## src/rtl/proc_pkg.sv

```systemverilog
// Shared definitions for the parametrised multicycle processor core.
// Latency: none (definitions only).
// Backpressure: n/a.
// Contents: opcodes, branch condition codes, FSM states, ALU selects, flag bit
// positions, and the branch-condition helper.
package proc_pkg;

  localparam logic [2:0] OP_MV  = 3'b000;
  localparam logic [2:0] OP_B   = 3'b001;
  localparam logic [2:0] OP_ADD = 3'b010;
  localparam logic [2:0] OP_SUB = 3'b011;
  localparam logic [2:0] OP_LD  = 3'b100;
  localparam logic [2:0] OP_ST  = 3'b101;
  localparam logic [2:0] OP_AND = 3'b110;
  localparam logic [2:0] OP_CMP = 3'b111;

  localparam logic [2:0] COND_AL = 3'd0;
  localparam logic [2:0] COND_EQ = 3'd1;
  localparam logic [2:0] COND_NE = 3'd2;
  localparam logic [2:0] COND_CC = 3'd3;
  localparam logic [2:0] COND_CS = 3'd4;
  localparam logic [2:0] COND_PL = 3'd5;
  localparam logic [2:0] COND_MI = 3'd6;
  localparam logic [2:0] COND_NV = 3'd7;

  // Bit positions inside the {c,n,z} flag vector.
  localparam int FLAG_Z = 0;
  localparam int FLAG_N = 1;
  localparam int FLAG_C = 2;

  typedef enum logic [2:0] {
    ST_IDLE,
    ST_FETCH,
    ST_EXEC,
    ST_MEM,
    ST_HALT
  } state_t;

  typedef enum logic [1:0] {
    ALU_ADD,
    ALU_SUB,
    ALU_AND
  } alu_op_t;

  function automatic logic cond_true(input logic [2:0] cond, input logic [2:0] flags);
    logic r;
    r = 1'b0;
    case (cond)
      COND_AL: r = 1'b1;
      COND_EQ: r = flags[FLAG_Z];
      COND_NE: r = !flags[FLAG_Z];
      COND_CC: r = !flags[FLAG_C];
      COND_CS: r = flags[FLAG_C];
      COND_PL: r = !flags[FLAG_N];
      COND_MI: r = flags[FLAG_N];
      COND_NV: r = 1'b0;
      default: r = 1'b0;
    endcase
    return r;
  endfunction

endpackage

```

## src/rtl/proc_alu.sv

```systemverilog
// Combinational add/sub/and unit producing result and {c,n,z} flags.
// Latency: 0 cycles (pure combinational).
// Backpressure: none; output follows inputs.
// Ports: op (ALU select), a/b operands, res result, flags {c,n,z}.
module proc_alu
  import proc_pkg::*;
#(
  parameter int DATA_W = 16
) (
  input  alu_op_t           op,
  input  logic [DATA_W-1:0] a,
  input  logic [DATA_W-1:0] b,
  output logic [DATA_W-1:0] res,
  output logic [2:0]        flags
);

  logic [DATA_W:0] sum;
  logic            carry;

  always_comb begin
    sum   = '0;
    res   = '0;
    carry = 1'b0;
    case (op)
      ALU_ADD: begin
        sum   = {1'b0, a} + {1'b0, b};
        res   = sum[DATA_W-1:0];
        carry = sum[DATA_W];
      end
      ALU_SUB: begin
        // a + ~b + 1: carry-out is the not-borrow flag.
        sum   = {1'b0, a} + {1'b0, ~b} + (DATA_W+1)'(1);
        res   = sum[DATA_W-1:0];
        carry = sum[DATA_W];
      end
      ALU_AND: begin
        res   = a & b;
        carry = 1'b0;
      end
      default: begin
        res   = '0;
        carry = 1'b0;
      end
    endcase
  end

  always_comb begin
    flags         = '0;
    flags[FLAG_Z] = (res == '0);
    flags[FLAG_N] = res[DATA_W-1];
    flags[FLAG_C] = carry;
  end

endmodule

```

## src/rtl/param_proc_core.sv

```systemverilog
// Multicycle processor core: 8 x DATA_W registers (R7 = PC), external memory via req/ack.
// Latency: zero-wait memory gives 2 cycles for mv/alu/b and 3 for ld/st; each wait state adds 1.
// Backpressure: mem_req and its address/data/we are held until mem_ack; no other stalls.
// Ports: clk_50MHz, reset_n (sync, active-low), run; mem_req/we/addr/wdata out, mem_ack/rdata in;
//        done (retire pulse), halted, pc_out (R7), flags_out {c,n,z}.
// Build option PROC_BUS_TIMEOUT_EN: watchdog on outstanding requests, HALT on expiry.
module param_proc_core
  import proc_pkg::*;
#(
  parameter int                DATA_W      = 16,
  parameter int                ADDR_W      = 8,
  parameter logic [DATA_W-1:0] RESET_PC    = '0,
  parameter int                TIMEOUT_CYC = 255
) (
  input  logic              clk_50MHz,
  input  logic              reset_n,
  input  logic              run,
  output logic              mem_req,
  output logic              mem_we,
  output logic [ADDR_W-1:0] mem_addr,
  output logic [DATA_W-1:0] mem_wdata,
  input  logic              mem_ack,
  input  logic [DATA_W-1:0] mem_rdata,
  output logic              done,
  output logic              halted,
  output logic [DATA_W-1:0] pc_out,
  output logic [2:0]        flags_out
);

  state_t            state, state_d;
  logic [15:0]       ir;
  logic [DATA_W-1:0] regs [8];
  logic [2:0]        flags;
  logic              done_q;
  logic              retire;
  logic              bus_timeout;

  logic [2:0]        op, rx, ry;
  logic              m;
  logic [8:0]        imm9;
  logic [DATA_W-1:0] rx_val, ry_val, op2, br_off, alu_res;
  logic [2:0]        alu_flags;
  alu_op_t           alu_op;

  assign op     = ir[15:13];
  assign m      = ir[12];
  assign rx     = ir[11:9];
  assign imm9   = ir[8:0];
  assign ry     = ir[2:0];
  assign rx_val = regs[rx];
  assign ry_val = regs[ry];
  assign op2    = m ? {{(DATA_W-9){1'b0}}, imm9} : ry_val;
  assign br_off = {{(DATA_W-9){imm9[8]}}, imm9};
  assign alu_op = (op == OP_ADD) ? ALU_ADD : (op == OP_AND) ? ALU_AND : ALU_SUB;

  proc_alu #(.DATA_W(DATA_W)) u_alu (
    .op    (alu_op),
    .a     (rx_val),
    .b     (op2),
    .res   (alu_res),
    .flags (alu_flags)
  );

  // Bus outputs decode straight from the state register, so they stay
  // stable for the whole transaction and drop on the reset edge.
  assign mem_req   = (state == ST_FETCH) || (state == ST_MEM);
  assign mem_we    = (state == ST_MEM) && (op == OP_ST);
  assign mem_addr  = (state == ST_MEM) ? ry_val[ADDR_W-1:0] : regs[7][ADDR_W-1:0];
  assign mem_wdata = rx_val;

  assign done      = done_q;
  assign pc_out    = regs[7];
  assign flags_out = flags;

`ifdef PROC_BUS_TIMEOUT_EN
  localparam int CNT_W = $clog2(TIMEOUT_CYC + 1);
  logic [CNT_W-1:0] to_cnt;

  // Counts request cycles without ack; any idle cycle or ack restarts it,
  // so each new transaction gets the full TIMEOUT_CYC window.
  always_ff @(posedge clk_50MHz) begin
    if (!reset_n || !mem_req || mem_ack) to_cnt <= '0;
    else                                 to_cnt <= to_cnt + CNT_W'(1);
  end

  assign bus_timeout = mem_req && !mem_ack && (to_cnt == CNT_W'(TIMEOUT_CYC - 1));
  assign halted      = (state == ST_HALT);
`else
  assign bus_timeout = 1'b0;
  assign halted      = 1'b0;
`endif

  always_comb begin
    state_d = state;
    retire  = 1'b0;
    case (state)
      ST_IDLE:  if (run) state_d = ST_FETCH;
      ST_FETCH: begin
        if (mem_ack)          state_d = ST_EXEC;
        else if (bus_timeout) state_d = ST_HALT;
      end
      ST_EXEC: begin
        if (op == OP_LD || op == OP_ST) begin
          state_d = ST_MEM;
        end else begin
          retire  = 1'b1;
          state_d = run ? ST_FETCH : ST_IDLE;
        end
      end
      ST_MEM: begin
        if (mem_ack) begin
          retire  = 1'b1;
          state_d = run ? ST_FETCH : ST_IDLE;
        end else if (bus_timeout) begin
          state_d = ST_HALT;
        end
      end
      ST_HALT:  state_d = ST_HALT;
      default:  state_d = ST_IDLE;
    endcase
  end

  always_ff @(posedge clk_50MHz) begin
    if (!reset_n) begin
      state  <= ST_IDLE;
      ir     <= '0;
      flags  <= '0;
      done_q <= 1'b0;
      for (int i = 0; i < 7; i++) regs[i] <= '0;
      regs[7] <= RESET_PC;
    end else begin
      state  <= state_d;
      done_q <= retire;
      case (state)
        ST_FETCH: begin
          if (mem_ack) begin
            ir      <= mem_rdata[15:0];
            regs[7] <= regs[7] + DATA_W'(1);
          end
        end
        ST_EXEC: begin
          // R7 already points past this instruction; a write to R7 here is a jump.
          case (op)
            OP_MV: regs[rx] <= op2;
            OP_B:  if (cond_true(rx, flags)) regs[7] <= regs[7] + br_off;
            OP_ADD, OP_SUB, OP_AND: begin
              regs[rx] <= alu_res;
              flags    <= alu_flags;
            end
            OP_CMP: flags <= alu_flags;
            default: ;
          endcase
        end
        ST_MEM: begin
          if (mem_ack && op == OP_LD) regs[rx] <= mem_rdata;
        end
        default: ;
      endcase
    end
  end

endmodule

```

## config.mk

```make
export PLATFORM = sky130hd
export DESIGN_NAME = param_proc_core
export DESIGN_NICKNAME = d
export VERILOG_FILES = /design/src/rtl/proc_pkg.sv /design/src/rtl/proc_alu.sv /design/src/rtl/param_proc_core.sv
export SDC_FILE = /design/constraint.sdc
export NUM_CORES = 1
export LEC_CHECK = 0
export ABC_AREA = 1
export CORE_ASPECT_RATIO = 0.75
export CORE_MARGIN = 1.5
export CORE_UTILIZATION = 57
export CTS_BUF_LIST = sky130_fd_sc_hd__clkbuf_2
export DETAILED_ROUTE_END_ITERATION = 6
export PLACE_DENSITY_LB_ADDON = 0.08
export SYNTH_ARGS = -nofsm -noshare
export SYNTH_HDL_FRONTEND = slang
export SYNTH_HIERARCHICAL = 1
export SYNTH_SLANG_ARGS = --single-unit
```

## constraint.sdc

```tcl
create_clock -name clk_50MHz -period 3.43 [get_ports clk_50MHz]
set_clock_uncertainty 0.05 [all_clocks]
set_input_delay 0.5145 -clock clk_50MHz [delete_from_list [all_inputs] [get_ports clk_50MHz]]
set_output_delay 0.5145 -clock clk_50MHz [all_outputs]
set_load 0.005 [all_outputs]
```

==> results.cfg, run 1 <==
[logic_synthesis]
synth_nets = 1984
synth_edf_count = 128
synthDistinctLibCells = 48
synth_area_mm2 = 0.0129
synth_seq_cells = 157
avgSynthCellArea_um2 = 6.72
synth.area.top_cells = edfxtp_1 (30%), nand2_1 (14%), nand3_1 (8.4%), inv_1 (8.0%), a21oi_1 (6.0%)
yosysTopAreaCell = edfxtp_1
synth-main-ff-cell = edfxtp_1
yosysWarnings = 6
synthCells = 1912
yosys.area.top_type_share = 0.299
yosysSeqAreaShare = 0.344
synthArstFlopShare = 0

[placement]
place_hpwl_um = 37800
gp_congestion = 1.05
port_buffers = 65
place_inst = 2440
place_ws_ps = -281

[finish]
layoutNonFillerInstCount = 2509
final_util = 0.784
areaGrowthSynthToFinish_pct = 35.0
layout.nets = 2272
drive_gt1_frac = 0.269

[grt]
grt_max_degree = 40
overflow = 0
grt_util_all_layers = 0.427
grt_pass1_vias = 13700
grt_pass1_wl_um = 75700
antenna_found_initial = 3

[clock_tree]
cts_tree = built
cts.path.max_buffers = 2
cts_buffers = 17
htree_levels = 4
cts_hold_buf = 0
insertion_delay_ps = 800
root_buffer = clkbuf_2
cts.sink_count = 157
clk_pin_slew_ps = 280

[setup_path]
cp_max_fo = 13
cp.required_ps = 4040
worstSetupPathType = flop to flop
arrival_ps = 4210
cp-start-kind = flop
cp-end-kind = flop

[sta]
fin_crit_sh = 1.05
setup_slack_ps = -173
fmax_mhz = 278
finalSetupViolCount = 101
layout_min_cycle_time_ps = 3600
worst_pin_slew_ps = 990
grt_setup_unrepaired = true
drv_slew = 0
slew_headroom = 0.338
final_hold_viol_count = 0

[pwr]
ir_drop_mv = 0.239
power_density_mw_per_mm2 = 438
p_leak_nw = 8.03

[drt]
drtAntennaViolNets = 0
vias = 15200
dr.pass1.iters = 7
routed_via_density = 6.06
drt_iter0_markers = 2319
drc = 1
routedWlPerCell_um = 21.0
wl_um = 52600

[worst_hold_path]
min_from = mem_rdata[3]
min_path_type = input pin to flop

[floorplanning]
die-area_mm2 = 0.0235
core_mm2 = 0.0221
ioPinCount = 67
rows = 47
die_h_um = 133
fp.dieW_um = 176
initial_core_util = 0.581

[run_status]
violations = design-rule violations, negative setup slack
status = complete, but fails checks

[flow_run]
maxCapViolCount = 0
[metrics by stage]
step / setup TNS, ps / instance area (um2) / total power [W] / hold slack [ps]
4_1_cts: -243 / 16600 / 0.00706 / 268
5_1_grt: -21300 / 17300 / 0.00791 / 263
3_3_place_gp: -9480 / 15700 / 0.00565 / 427
3_5_place_dp: -15590 / 15700 / 0.00569 / 437
2_1_floorplan: 0 / 12900 / 0.00403 / 409
6_report: -5870 / 17300 / 0.00760 / 279
[Yosys cell counts (all sizes together), types with 3 or more instances]
master / number
nand2: 514
inv: 286
nand3: 222
nor2: 195
a21oi: 165
edfxtp: 128
o21ai: 114
ha: 49
buf: 46
clkbuf: 37
dfxtp: 29
nand4: 25
a31oi: 17
nor3: 15
o211ai: 11
a22o: 9
o22ai: 9
and3: 8
xor2: 7
and2: 5
clkinv: 4
or2: 4
fa: 3
[area by class of cell]
| class | instances | area, um2 |
|---|---|---|
| clock inverter | 14 | 150 |
| tap | 294 | 368 |
| fill | 1642 | 4770 |
| antenna | 2 | 5.00 |
| multi-input combinational | 1382 | 7850 |
| clock buffer | 18 | 90.1 |
| inverter | 290 | 1100 |
| timing repair buffer | 352 | 3350 |
| sequential | 157 | 4440 |
[critical path, stage by stage (launching register included)]
cell       delay [ps]
dfxtp_4           540
buf_12            140
clkbuf_16         150
nand2_1            60
nand2_1           120
nand3_1           120
nand3_2           120
nand2_2           120
inv_1             120
ha_4              230
nor2_2            250
nand4_1           170
nand2_2           120
nand2_1            90
nand3_1            90
nand2_1            70
nor2_2            160
nor2_4             60
inv_2              60
nand3_1            90
nand2_1            90
inv_1              50
nand2_2            90
nand2_2            70
buf_12            140
nor2_1            110
[power breakdown]
| group | internal, W | switching [W] | total (W) |
|---|---|---|---|
| Sequential | 0.00215 | 0.0000702 | 0.00222 |
| Combinational | 0.00191 | 0.00241 | 0.00431 |
| Clock | 0.000245 | 0.000824 | 0.00107 |
[cells by family after synthesis]
kind of cell,Yosys count,share of synthesized area
AO/OA/AOI/OAI,330,0.140
XOR/XNOR,9,0.00613
adder cells (fa/ha/maj),52,0.0524
buffers and inverters,373,0.119
flip-flops,157,0.344
other,1,0.000292
AND/OR/NAND/NOR,990,0.337
[metal layers]
| layer | up-vias | global-route usage | wire (um) |
|---|---|---|---|
| met5 | - | 0 | 12 |
| met2 | 1208 | 0.650 | 22500 |
| met1 | 6940 | 0.579 | 19900 |
| met3 | 208 | 0.111 | 7770 |
| met4 | 2 | 0.176 | 2360 |
| li1 | 6855 | - | - |
[timing repair]
action                                  CTS  global route
resized for setup                       140           153
gates cloned                              3             3
endpoints found under the setup margin  114           137
setup buffers                            14            15
pin swaps                                38            61
[sequential cells by signal, summed over array words and instances (netlist names), named ones only]
register and cells:
regs 128, flags_out 3, ir 16, done 1
state 3
[path summary, 6_finish.rpt]
path	cells past startpoint	slack [ps]	to
max	25	-170	regs[0][15]$_SDFFCE_PN0P_
min	2	280	ir[3]$_SDFFE_PN0P_
max reg2reg	25	-170	regs[0][15]$_SDFFCE_PN0P_
min reg2reg	2	470	state[2]$_SDFFE_PN0P_
[cell usage in the layout (no fill, tap or decap), types with 8 or more instances in the layout]
cell type,n
nand2_1,443
nand2_4,14
o211ai_1,11
inv_2,25
a22o_1,9
nand4_1,23
nand3_2,47
nor2_4,11
inv_1,259
ha_1,26
o21ai_0,75
ha_4,15
nor2_1,155
o21ai_1,34
o22ai_1,9
nand3_1,171
a21oi_2,23
dfxtp_1,25
nor2_2,29
nor3_1,10
a21oi_1,136
nand2_2,57
a31oi_1,12
buf_6,8
ha_2,8
clkbuf_2,18
buf_12,31
buf_4,241
clkdlybuf4s50_1,60
edfxtp_1,128
Note: power is estimated with default switching activity, not from simulation.
==> inputs of run 2 (changes only) <==
Settings changed: GPL_TIMING_DRIVEN from default to 0.
==> results.cfg, run 2 (synthesized netlist as in run 1, its figures left out) <==
[run_status]
status = complete, but fails checks
violations = design-rule violations, negative setup slack

[pwr]
power_frac_comb = 0.564
finalPower_w = 0.00773
internal_power_w = 0.00419
p_leak_nw = 7.69
switchingPower_w = 0.00354
swShare = 0.458
pwr-share-seq = 0.290
power_density_mw_per_mm2 = 445
ir_drop_mv = 0.285
clockPowerShare = 0.146

[placement]
place_ws_ps = -1340
place_hpwl_um = 37500
place_inst = 2271
place_area_mm2 = 0.0139
port_buffers = 65
gp_congestion = 1.01

[setup_path]
worstSetupPathType = flop to flop
arrival_ps = 4250
cp_slowest_cell = dfxtp_4
critPathMaxStageDelay_ps = 480
cp_max_fo = 9
cpMostUsedCell = nor2_2
cp-end-kind = flop
cp.required_ps = 3960
cp-start-kind = flop

[clock_tree]
htree_levels = 4
root_buffer = clkbuf_2
clk_pin_slew_ps = 280
cts_buffers = 17
cts.sink_count = 157
cts_hold_buf = 0
insertion_delay_ps = 850
cts_tree = built
cts.path.max_buffers = 2

[grt]
antenna_found_initial = 1
grt_max_degree = 19
grt_util_all_layers = 0.423
grt_pass1_wl_um = 74900
grt_pass1_vias = 13100
overflow = 0

[finish]
fillCellCount = 1591
drive_gt1_frac = 0.295
multi_input_area_mm2 = 0.00874
top_register = regs
regArea_mm2 = 0.00444
biggestRegsByFlops = regs: 128 flops, ir: 16 flops
layout.nets = 2177
areaGrowthSynthToFinish_pct = 35.3
postLayoutCellArea_mm2 = 0.0174
layoutNonFillerInstCount = 2413
mostFrequentLayoutCells = nand2_1 (406), inv_1 (242), nand3_1 (147), nor2_1 (134), a21oi_1 (129)
layout_commonest_cell = nand2_1
largest_reg_flops = 128

[sta]
worst_pin_slew_ps = 900
fin_crit_sh = 1.08
drv_slew = 0
fmax_mhz = 269
finalSetupViolCount = 76
grt_setup_unrepaired = true
final_hold_viol_count = 0
slew_headroom = 0.398
setup_slack_ps = -285
layout_min_cycle_time_ps = 3720

[floorplanning]
initial_core_util = 0.581
rows = 47
die-area_mm2 = 0.0235
core_mm2 = 0.0221
ioPinCount = 67
die_h_um = 133
fp.dieW_um = 176

[drt]
vias = 15400
drt_iter0_markers = 2787
routedWlPerCell_um = 22.4
wl_um = 54000
routed_via_density = 6.37
dr.pass1.iters = 7
drc = 14
drtAntennaViolNets = 0

[flow_run]
maxCapViolCount = 0

[worst_hold_path]
min_path_type = input pin to flop
==> run 2: cell types whose count changed in the layout (fill, tap and decap cells not counted), sizes merged <==
| cell | delta |
|---|---|
| dlymetal6s2s | -2 |
| buf | -122 |
| inv | -1 |
| clkbuf | +26 |
| diode | -1 |
| dlygate4sd2 | +2 |
| bufinv | +1 |
| clkdlybuf4s50 | +1 |
==> run 2: what timing repair did <==
item	4_1_cts	5_1_grt
gates cloned	2	7
endpoints found under the setup margin	155	134
pin swaps	48	121
hold endpoints to repair	0	0
resized for setup	275	393
setup buffers	51	57
==> run 2: layer usage <==
metal  part of all wire  up-vias  track usage
li1                   -     6674            -
met1               0.37     7053        0.598
met2               0.42     1386        0.619
met3               0.16      246        0.108
met4              0.051        0        0.166
met5                  0        -            0
==> run 2: through the flow <==
step	utilization	hold WS (ps)	setup TNS (ps)
floorplan	-	409	0
global placement	0.628	429	-122270
detailed placement	0.628	438	-133500
CTS	0.697	276	-2330
global route	0.786	267	-16590
finish	0.786	259	-7630
==> run 2: worst max-delay path: cells and delay by family (launching register included) <==
family,cells,cell delay (ps)
AO/OA/AOI/OAI,5,760
flip-flops,1,480
AND/OR/NAND/NOR,12,1160
adder cells (fa/ha/maj),1,240
buffers and inverters,7,820
==> run 2: power by group through the flow <==
stage	sequential (W)	combinational [W]	clock, W
finish	0.00224	0.00436	0.00112
global route	0.00225	0.00456	0.00115
CTS	0.00223	0.00314	0.00107
detailed placement	0.00228	0.00262	0
global placement	0.00228	0.00258	0
floorplan	0.00224	0.00179	0
==> run 2: cell type report <==
| cell class | instances | area share |
|---|---|---|
| multi-input cells | 1382 | 0.503 |
| flip-flops and latches | 157 | 0.255 |
| repair buffers | 181 | 0.0988 |
| inverters | 290 | 0.0655 |
| plain buffers | 76 | 0.0425 |
| well taps | 294 | 0.0212 |
| clock inverters | 14 | 0.00856 |
| clock buffers | 18 | 0.00518 |
| diodes | 1 | 0.000144 |
==> run 2: path summary, 6_finish.rpt <==
kind,start,endpoint,slack [ps],cells past startpoint
max,flop,regs[6][15]$_SDFFCE_PN0P_,-290,25
min,mem_rdata[3],ir[3]$_SDFFE_PN0P_,260,2
max reg2reg,flop,regs[6][15]$_SDFFCE_PN0P_,-290,25
min reg2reg,state[2]$_SDFFE_PN0P_,state[2]$_SDFFE_PN0P_,470,2
